==> config.mk <==
export PLATFORM = sky130hd
export DESIGN_NAME = divisor_8bits
export DESIGN_NICKNAME = d
export VERILOG_FILES = /design/src/rtl/ula_pkg.sv /design/src/rtl/subtrator_8bits.sv /design/src/rtl/divisor_8bits.sv
export SDC_FILE = /design/constraint.sdc
export NUM_CORES = 1
export LEC_CHECK = 0
export ABC_CLOCK_PERIOD_IN_PS = 5300
export CAP_MARGIN = 20
export CORE_AREA = 5 5 92 94
export CTS_CLUSTER_SIZE = 10
export DETAILED_ROUTE_END_ITERATION = 10
export DIE_AREA = 0 0 97 99
export DONT_BUFFER_PORTS = 1
export SYNTH_ARGS = -nofsm -noshare
export SYNTH_HDL_FRONTEND = slang
export SYNTH_SLANG_ARGS = --single-unit
==> constraint.sdc <==
create_clock -name clk -period 5.3 [get_ports clk]
set_input_delay 0.795 -clock clk [delete_from_list [all_inputs] [get_ports clk]]
set_output_delay 0.795 -clock clk [all_outputs]
set_load 0.02 [all_outputs]
==> src/rtl/ula_pkg.sv <==
// ula_pkg: constants shared across the ULA datapath blocks.
package ula_pkg;
    localparam int ULA_N = 8;
    localparam logic ST_IDLE = 1'b0;
    localparam logic ST_CALC = 1'b1;
    typedef enum logic {S_IDLE = ST_IDLE, S_CALC = ST_CALC} state_t;
endpackage

==> src/rtl/subtrator_8bits.sv <==
// subtrator_8bits: ripple subtractor a - b built as a + ~b + 1 from full adders.
// The chain is N+1 bits wide; cout=1 means no borrow (a >= b).
module full_adder (
    input  logic a,
    input  logic b,
    input  logic cin,
    output logic s,
    output logic cout
);
    assign s    = a ^ b ^ cin;
    assign cout = (a & b) | (cin & (a ^ b));
endmodule

module subtrator_8bits
    import ula_pkg::*;
#(
    parameter int N = ULA_N
) (
    input  logic [N:0] a,
    input  logic [N:0] b,
    output logic [N:0] diff,
    output logic       cout
);
    logic [N+1:0] c;
    assign c[0] = 1'b1;
    for (genvar i = 0; i <= N; i++) begin : g_fa
        full_adder u_fa (
            .a   (a[i]),
            .b   (~b[i]),
            .cin (c[i]),
            .s   (diff[i]),
            .cout(c[i+1])
        );
    end
    assign cout = c[N+1];
endmodule

==> src/rtl/divisor_8bits.sv <==
// divisor_8bits: sequential restoring unsigned divider, one quotient bit per clock.
// Divide-by-zero completes in IDLE with q=all ones, r=a, dz=1.
module divisor_8bits
    import ula_pkg::*;
#(
    parameter int N  = ULA_N,
    parameter int CW = $clog2(N) + 1
) (
    input  logic         clk,
    input  logic         rst,
    input  logic         start,
    input  logic [N-1:0] a,
    input  logic [N-1:0] b,
    output logic         busy,
    output logic         done,
    output logic [N-1:0] q,
    output logic [N-1:0] r,
    output logic         dz
);
    localparam logic [CW-1:0] LAST = CW'(N - 1);
    state_t         state_q, state_d;
    logic [CW-1:0]  cnt_q, cnt_d;
    logic [N-1:0]   d_q, d_d, b_q, b_d, q_q, q_d, r_q, r_d;
    logic [N:0]     p_q, p_d;
    logic           dz_q, dz_d, done_q, done_d;
    logic [N:0]     t, diff, p_nx;
    logic [N-1:0]   d_nx;
    logic           no_borrow;
    // P never exceeds B after a restoring step, so its MSB stays clear
    logic           unused_p_msb;
    assign unused_p_msb = p_q[N];
    assign t = {p_q[N-1:0], d_q[N-1]};
    subtrator_8bits #(.N(N)) u_sub (
        .a   (t),
        .b   ({1'b0, b_q}),
        .diff(diff),
        .cout(no_borrow)
    );
    assign p_nx = no_borrow ? diff : t;
    assign d_nx = {d_q[N-2:0], no_borrow};
    always_comb begin
        state_d = state_q;
        cnt_d   = cnt_q;
        d_d     = d_q;
        b_d     = b_q;
        p_d     = p_q;
        q_d     = q_q;
        r_d     = r_q;
        dz_d    = dz_q;
        done_d  = 1'b0;
        if (state_q == S_IDLE) begin
            if (start && b == '0) begin
                q_d    = '1;
                r_d    = a;
                dz_d   = 1'b1;
                done_d = 1'b1;
            end else if (start) begin
                d_d     = a;
                b_d     = b;
                p_d     = '0;
                cnt_d   = '0;
                state_d = S_CALC;
            end
        end else begin
            p_d   = p_nx;
            d_d   = d_nx;
            cnt_d = cnt_q + 1'b1;
            if (cnt_q == LAST) begin
                q_d     = d_nx;
                r_d     = p_nx[N-1:0];
                dz_d    = 1'b0;
                done_d  = 1'b1;
                state_d = S_IDLE;
            end
        end
    end
    always_ff @(posedge clk or posedge rst) begin
        if (rst) begin
            state_q <= S_IDLE;
            cnt_q   <= '0;
            d_q     <= '0;
            b_q     <= '0;
            p_q     <= '0;
            q_q     <= '0;
            r_q     <= '0;
            dz_q    <= 1'b0;
            done_q  <= 1'b0;
        end else begin
            state_q <= state_d;
            cnt_q   <= cnt_d;
            d_q     <= d_d;
            b_q     <= b_d;
            p_q     <= p_d;
            q_q     <= q_d;
            r_q     <= r_d;
            dz_q    <= dz_d;
            done_q  <= done_d;
        end
    end
    assign busy = (state_q == S_CALC);
    assign done = done_q;
    assign q    = q_q;
    assign r    = r_q;
    assign dz   = dz_q;
endmodule

==> results of run 1 <==
[metrics by stage]
| step | setup WS (ps) | utilization, % | std cells | cell area [um2] |
|---|---|---|---|---|
| floorplan | 988.5 | - | 187 | 2202 |
| global placement | 1039 | 30.47 | 283 | 2306 |
| detailed placement | 945.0 | 30.47 | 283 | 2306 |
| CTS | 924.8 | 32.28 | 291 | 2442 |
| global route | 724.8 | 32.90 | 293 | 2490 |
| finish | 1013 | 32.90 | 293 | 2490 |
[routing by layer]
metal,vias up,global-route usage (%),share of wire (%)
li1,655,-,-
met1,676,12.25,40
met2,22,19.21,53
met3,7,4.105,6.1
met4,0,2.916,1.2
met5,-,0,0
[path summary, 6_finish.rpt]
| check | startpoint | to | slack [ps] |
|---|---|---|---|
| worst max register to register | d_q[7] | r[2] | 1010 |
| worst max-delay path | d_q[7] | r[2] | 1010 |
| min in group clk | cnt_q[3] | cnt_q[3] | 490 |
| worst min register to register | cnt_q[3] | cnt_q[3] | 490 |
| max in group asynchronous | rst | d_q[5] | 4620 |
| worst min-delay path | rst | busy | 240 |
[cells in the final DEF, fill, tap and decap left out, types with 2 or more instances in the layout]
master and n:
buf_4 3, bufinv_16 2, nand2_1 12, o21ai_0 9
dfrtp_1 47, o2bb2ai_1 4, o22ai_1 8, nor2_1 8
mux2_2 9, mux2i_1 9, nor2b_1 2, a21oi_1 14
ha_1 2, and2_1 2, o22a_1 7, clkbuf_8 5
a22o_1 3, fa_1 7, inv_1 17, or4_4 2
[power groups by stage]
stage	clock [mW]	combinational, mW	sequential, mW
6_report	0.312	0.819	0.755
5_1_grt	0.335	0.936	0.782
4_1_cts	0.320	0.785	0.786
3_5_place_dp	0	0.785	0.792
3_3_place_gp	0	0.763	0.788
2_1_floorplan	0	0.654	0.714
[registers in the layout, indices dropped and copies added, names as in the netlist]
register	cells
q	8
b_q	8
cnt_q	4
dz	1
done	1
p_q	8
busy	1
d_q	8
r	8
[Yosys cell counts, types with 7 or more instances]
cell	n	share of area, %
nand2_1	12	2.0
inv_1	18	3.1
dfrtp_1	47	53
o22a_1	7	2.8
mux2_2	9	4.6
nor2_1	8	1.4
o21ai_0	9	2.0
mux2i_1	9	4.1
fa_1	7	6.4
a21oi_1	14	3.2
o22ai_1	8	2.3
[logic make-up after synthesis]
logic type               after synthesis
AO/OA/AOI/OAI                         51
flip-flops                            47
multiplexers                          19
XOR/XNOR                               1
buffers and inverters                 27
AND/OR/NAND/NOR                       33
adder cells (fa/ha/maj)                9
[worst register-to-register path: cells and delay by family, from the launching register on]
kind                       cells  cell delay (ps)
AOI/OAI and AO/OA              1              100
and+or+nand+nor                1              130
muxes                          2              540
adders and majority gates      8             2590
buffers and inverters          4              430
DFF                            1              390
[layout make-up]
cell class,count,area [um2]
fillers,751,5077
flip-flops and latches,47,1176
multi-input cells,113,912.1
well taps,102,127.6
repair buffers,5,70.07
clock buffers,5,68.82
clock inverters,3,67.56
inverters,18,67.56
==> flow_metrics.tcl, run 1 <==
set metrics [dict create \
    status "complete, no violations" \
    syn_area_um2 2202 \
    die_h_um 99 \
    worst_ep_required_time_ps 5490 \
    gp_congestion 0.7721 \
    layout.nets 218 \
    worst_path_dominant_cell_family "adder cells" \
    htree_levels 2 \
    clock-skew-final_ps 8.131 \
    crit_type "register to register" \
    ys_seq_area_share_pct 53.41 \
    rsz0062_at_grt "false" \
    power_frac_comb_pct 43.4 \
    core-area_um2 7567 \
    p_total_mw 1.886 \
    yosys_warnings 0 \
    ys.flop_type "dfrtp_1" \
    synthAdderAreaFrac_pct 7.500 \
    drc 0 \
    cts_tree "done" \
    clock.fmax_mhz 233.3 \
    crit_path_top_delay_cell "fa_1" \
    cp.depth 16 \
    drive_above_1_share_pct 17.28 \
    post-route-period-util_pct 80.88 \
    routed_via_density 4.642 \
    ios 38 \
    synth-simple-area-share_pct 7.727 \
    drt_first_pass_iters 4 \
    path_max_fanout 11 \
    leakagePower_nw 1.044 \
    die_area_um2 9603 \
    routed_wl_mm 5.037 \
    grt_overflow_total 0 \
    tightest_slew_ps 563.3 \
    max_slew_margin_pct 62.25 \
    syn-num-nets 215 \
    synth_cells 187 \
    worstSetupEndpointType "register" \
    syn_area_per_cell_um2 11.78 \
    postCtsSetupRepairBufs 0 \
    first_iter_violations 80 \
    ir_worst_vdd_v 0.0001753 \
    p_sw_share_pct 40.58 \
    arrival_ps 4480 \
    clock_sinks 47 \
    hp-class "input pin to async pin" \
    clock_latency_ps 300 \
    critPathBufInv 4 \
    pwr_density_cell_nw_per_um2 757.5 \
    seq_power_share_pct 40.0 \
    reg2regPathDepth 16 \
    synth.distinct_cells 37 \
    slowest_delay_ps 430 \
    cts_buffer_depth 2 \
    antenna_left 0 \
    initial_utilization_pct 29.10 \
    areaGrowthSynthToFinish_pct 13.07 \
    vias 1360 \
    worstPathCellList "inv_1 -> ha_1 -> inv_1 -> fa_1 -> fa_1 -> fa_1 -> fa_1 -> fa_1 -> inv_1 -> fa_1 -> fa_1 -> nor2b_1 -> buf_4 -> mux2i_1 -> a21oi_1 -> mux2_2" \
    grt_use_total_pct 10.84 \
    muxShareOfSynthArea_pct 9.375 \
    synth-edff-count 0 \
    intPower_mw 1.121 \
    hpwl_mm 3.700 \
    synth_xor_area_share_pct 0.3977 \
    p_switching_mw 0.7653 \
    grt_pass1_wl_mm 8.231 \
    setup_viol_count_final 0 \
    grt_pass1_vias 1505 \
    synth_seq_cells 47 \
    period_needed_ps 4287 \
    wl_per_cell_um 17.19 \
    synth_compound_area_share_pct 16.42 \
    holdBufCountCts 0 \
    die_w_um 97 \
    row_count 32 \
    io_buffers 0 \
    cts-root-buf "clkbuf_8" \
    start_kind "register" \
    async_flop_share_pct 100.0 \
    setup_tns_ps 0 \
    cts_buffers 5 \
    grt_max_degree 48 \
    final_hold_viol_count 0 \
    cts_resized 0 \
    antenna_found_initial 0 \
    synth_top_family_by_area "compound AO/OA/AOI/OAI gates" \
    maxCapViolCount 0 \
    slew_violations 0 \
    holdWs_ps 241.3 \
    clkPwrFrac_pct 16.6 \
    antenna_cells 0 \
    cp_common_cell "fa_1" \
    clk_pin_slew_ps 90 \
]
Power figures use the tool's default switching activity.
==> inputs of run 2 (changes only) <==
Settings changed: ABC_CLOCK_PERIOD_IN_PS 5300 to 3500.
Clock period 5.3 ns to 3.5 ns, I/O delays scaled along.
==> run 2 against run 1 <==
  * The flow now finishes with violations (setup timing)
  * Die area did not move
  * Hold slack improved by 100 ps
  * Clock skew increased by 6.4 ps
  * Sequential power up 52%
  * Wire length grew 2.0%
  * Critical path depth stayed put
  * Design area up 6.0%
  * Total power is 69% higher
  * First-iteration DRC count fell by 48%
  * Critical endpoint is now r[3]
==> flow_metrics.tcl, run 2 (same netlist as run 1, synthesis figures left out) <==
set metrics [dict create \
    antenna_found_initial 0 \
    htree_levels 2 \
    drc 0 \
    clock_latency_ps 300 \
    cp_common_cell "fa_2" \
    max_slew_margin_pct 47.56 \
    layout.nets 232 \
    grt_pass1_vias 1563 \
    setup_viol_count_final 18 \
    ios 38 \
    hpwl_mm 3.624 \
    final_hold_viol_count 0 \
    p_switching_mw 1.294 \
    die_w_um 97 \
    die_area_um2 9603 \
    seq_power_share_pct 36.0 \
    power_frac_comb_pct 53.9 \
    first_iter_violations 42 \
    intPower_mw 1.896 \
    clock_sinks 47 \
    worstSetupEndpointType "register" \
    worstPathCellList "inv_2 -> ha_4 -> inv_2 -> fa_2 -> fa_2 -> fa_2 -> fa_2 -> fa_2 -> inv_2 -> fa_2 -> fa_2 -> nor2b_4 -> buf_12 -> mux2i_2 -> a21oi_1 -> mux2_4" \
    setup_ws_ps -306.9 \
    start_kind "register" \
    p_sw_share_pct 40.57 \
    die_h_um 99 \
    slew_violations 0 \
    antenna_left 0 \
    holdWs_ps 345.7 \
    routed_via_density 4.804 \
    cts_tree "done" \
    setup_tns_ps -3263 \
    ir_worst_vdd_v 0.0002847 \
    drive_above_1_share_pct 32.84 \
    initial_utilization_pct 29.10 \
    routed_wl_mm 5.137 \
    post-route-period-util_pct 108.8 \
    row_count 32 \
    grt_use_total_pct 11.22 \
    grt_overflow_total 0 \
    clk_pin_slew_ps 90 \
    arrival_ps 4000 \
    maxCapViolCount 0 \
    pwr_density_cell_nw_per_um2 1209 \
    wl_per_cell_um 16.79 \
    rsz0062_at_grt "true" \
    worst_path_dominant_cell_family "adder cells" \
    critPathBufInv 4 \
    clkPwrFrac_pct 10.0 \
    violations "setup timing" \
    cts_buffers 5 \
    areaGrowthSynthToFinish_pct 19.83 \
    cts_buffer_depth 2 \
    crit_type "register to register" \
    worst_ep_required_time_ps 3690 \
    clock.fmax_mhz 262.7 \
    core-area_um2 7567 \
    tightest_slew_ps 786.6 \
    leakagePower_nw 1.100 \
    hp-class "input pin to register" \
    io_buffers 0 \
    clock-skew-final_ps 14.48 \
    grt_max_degree 48 \
    vias 1470 \
    period_needed_ps 3807 \
    gp_congestion 0.7849 \
    grt_pass1_wl_mm 8.452 \
    antenna_cells 0 \
    cts-root-buf "clkbuf_8" \
    crit_path_top_delay_cell "dfrtp_1" \
    slowest_delay_ps 390 \
    drt_first_pass_iters 4 \
    mostFrequentLayoutCell "dfrtp_1" \
    path_max_fanout 7 \
    final_cell_mix "dfrtp_1 (47), inv_1 (14), buf_4 (14)" \
    status "finished, violations left" \
    pre_cts_ws_ps -339.6 \
]
run 2: cell types whose count changed in the layout (fill, tap and decap cells not counted), moves of 5 or more:
cell     before  now
buf_4         3   14
fa_1          7    0
mux2i_2       0    5
fa_2          0    7
mux2i_1       9    3
run 2: worst paths after layout:
| check | from | to | slack (ps) | depth (start not counted) |
|---|---|---|---|---|
| max in group asynchronous | rst | busy | 2490 | 3 |
| min | b[2] | b_q[2] | 350 | 2 |
| min reg2reg | cnt_q[3] | cnt_q[3] | 490 | 1 |
| min in group asynchronous | rst | done | 550 | 2 |
| max reg2reg | d_q[7] | r[3] | -310 | 16 |
| max | d_q[7] | r[3] | -310 | 16 |
run 2: power groups by stage:
stage / Sequential [mW] / Clock (mW) / Combinational, mW
2_1_floorplan: 1.09 / 0 / 1.05
3_5_place_dp: 1.16 / 0 / 1.40
3_3_place_gp: 1.16 / 0 / 1.37
6_report: 1.15 / 0.321 / 1.72
4_1_cts: 1.15 / 0.335 / 1.45
5_1_grt: 1.19 / 0.360 / 1.91
run 2: worst register-to-register path, stage by stage (launching register included):
cell,delay (ps)
dfrtp_1,390
inv_2,80
ha_4,130
inv_2,40
fa_2,330
fa_2,340
fa_2,350
fa_2,350
fa_2,340
inv_2,60
fa_2,190
fa_2,190
nor2b_4,170
buf_12,140
mux2i_2,250
a21oi_1,100
mux2_4,260
run 2: repair_timing:
item	in CTS	in global routing
gates resized for setup	5	11
hold buffers	0	1
endpoints found under the setup margin	18	18
cloned	0	0
pin swaps	2	5
setup buffers	2	5
hold endpoints to repair	0	5
run 2: layer usage:
| layer | GRT usage, % | vias to the layer above | share of wire [%] |
|---|---|---|---|
| li1 | - | 681 | - |
| met1 | 14.80 | 746 | 45 |
| met2 | 16.61 | 38 | 46 |
| met3 | 5.096 | 5 | 8.3 |
| met4 | 3.240 | 0 | 1.1 |
| met5 | 0 | - | 0 |
run 2: per-stage QoR:
stage / total power, mW / cells / util [%] / cell area (um2)
floorplan: 2.137 / 187 / - / 2248
global placement: 2.529 / 291 / 31.78 / 2405
detailed placement: 2.559 / 291 / 31.78 / 2405
CTS: 2.941 / 299 / 33.23 / 2515
global route: 3.459 / 306 / 34.87 / 2639
finish: 3.190 / 306 / 34.87 / 2639
run 2: cell type report:
class / instances / area (um2)
fillers: 750 / 4928
flip-flops and latches: 47 / 1176
multi-input cells: 113 / 1007
repair buffers: 19 / 177.7
well taps: 102 / 127.6
clock buffers: 5 / 68.82
inverters: 18 / 67.56
clock inverters: 2 / 13.76
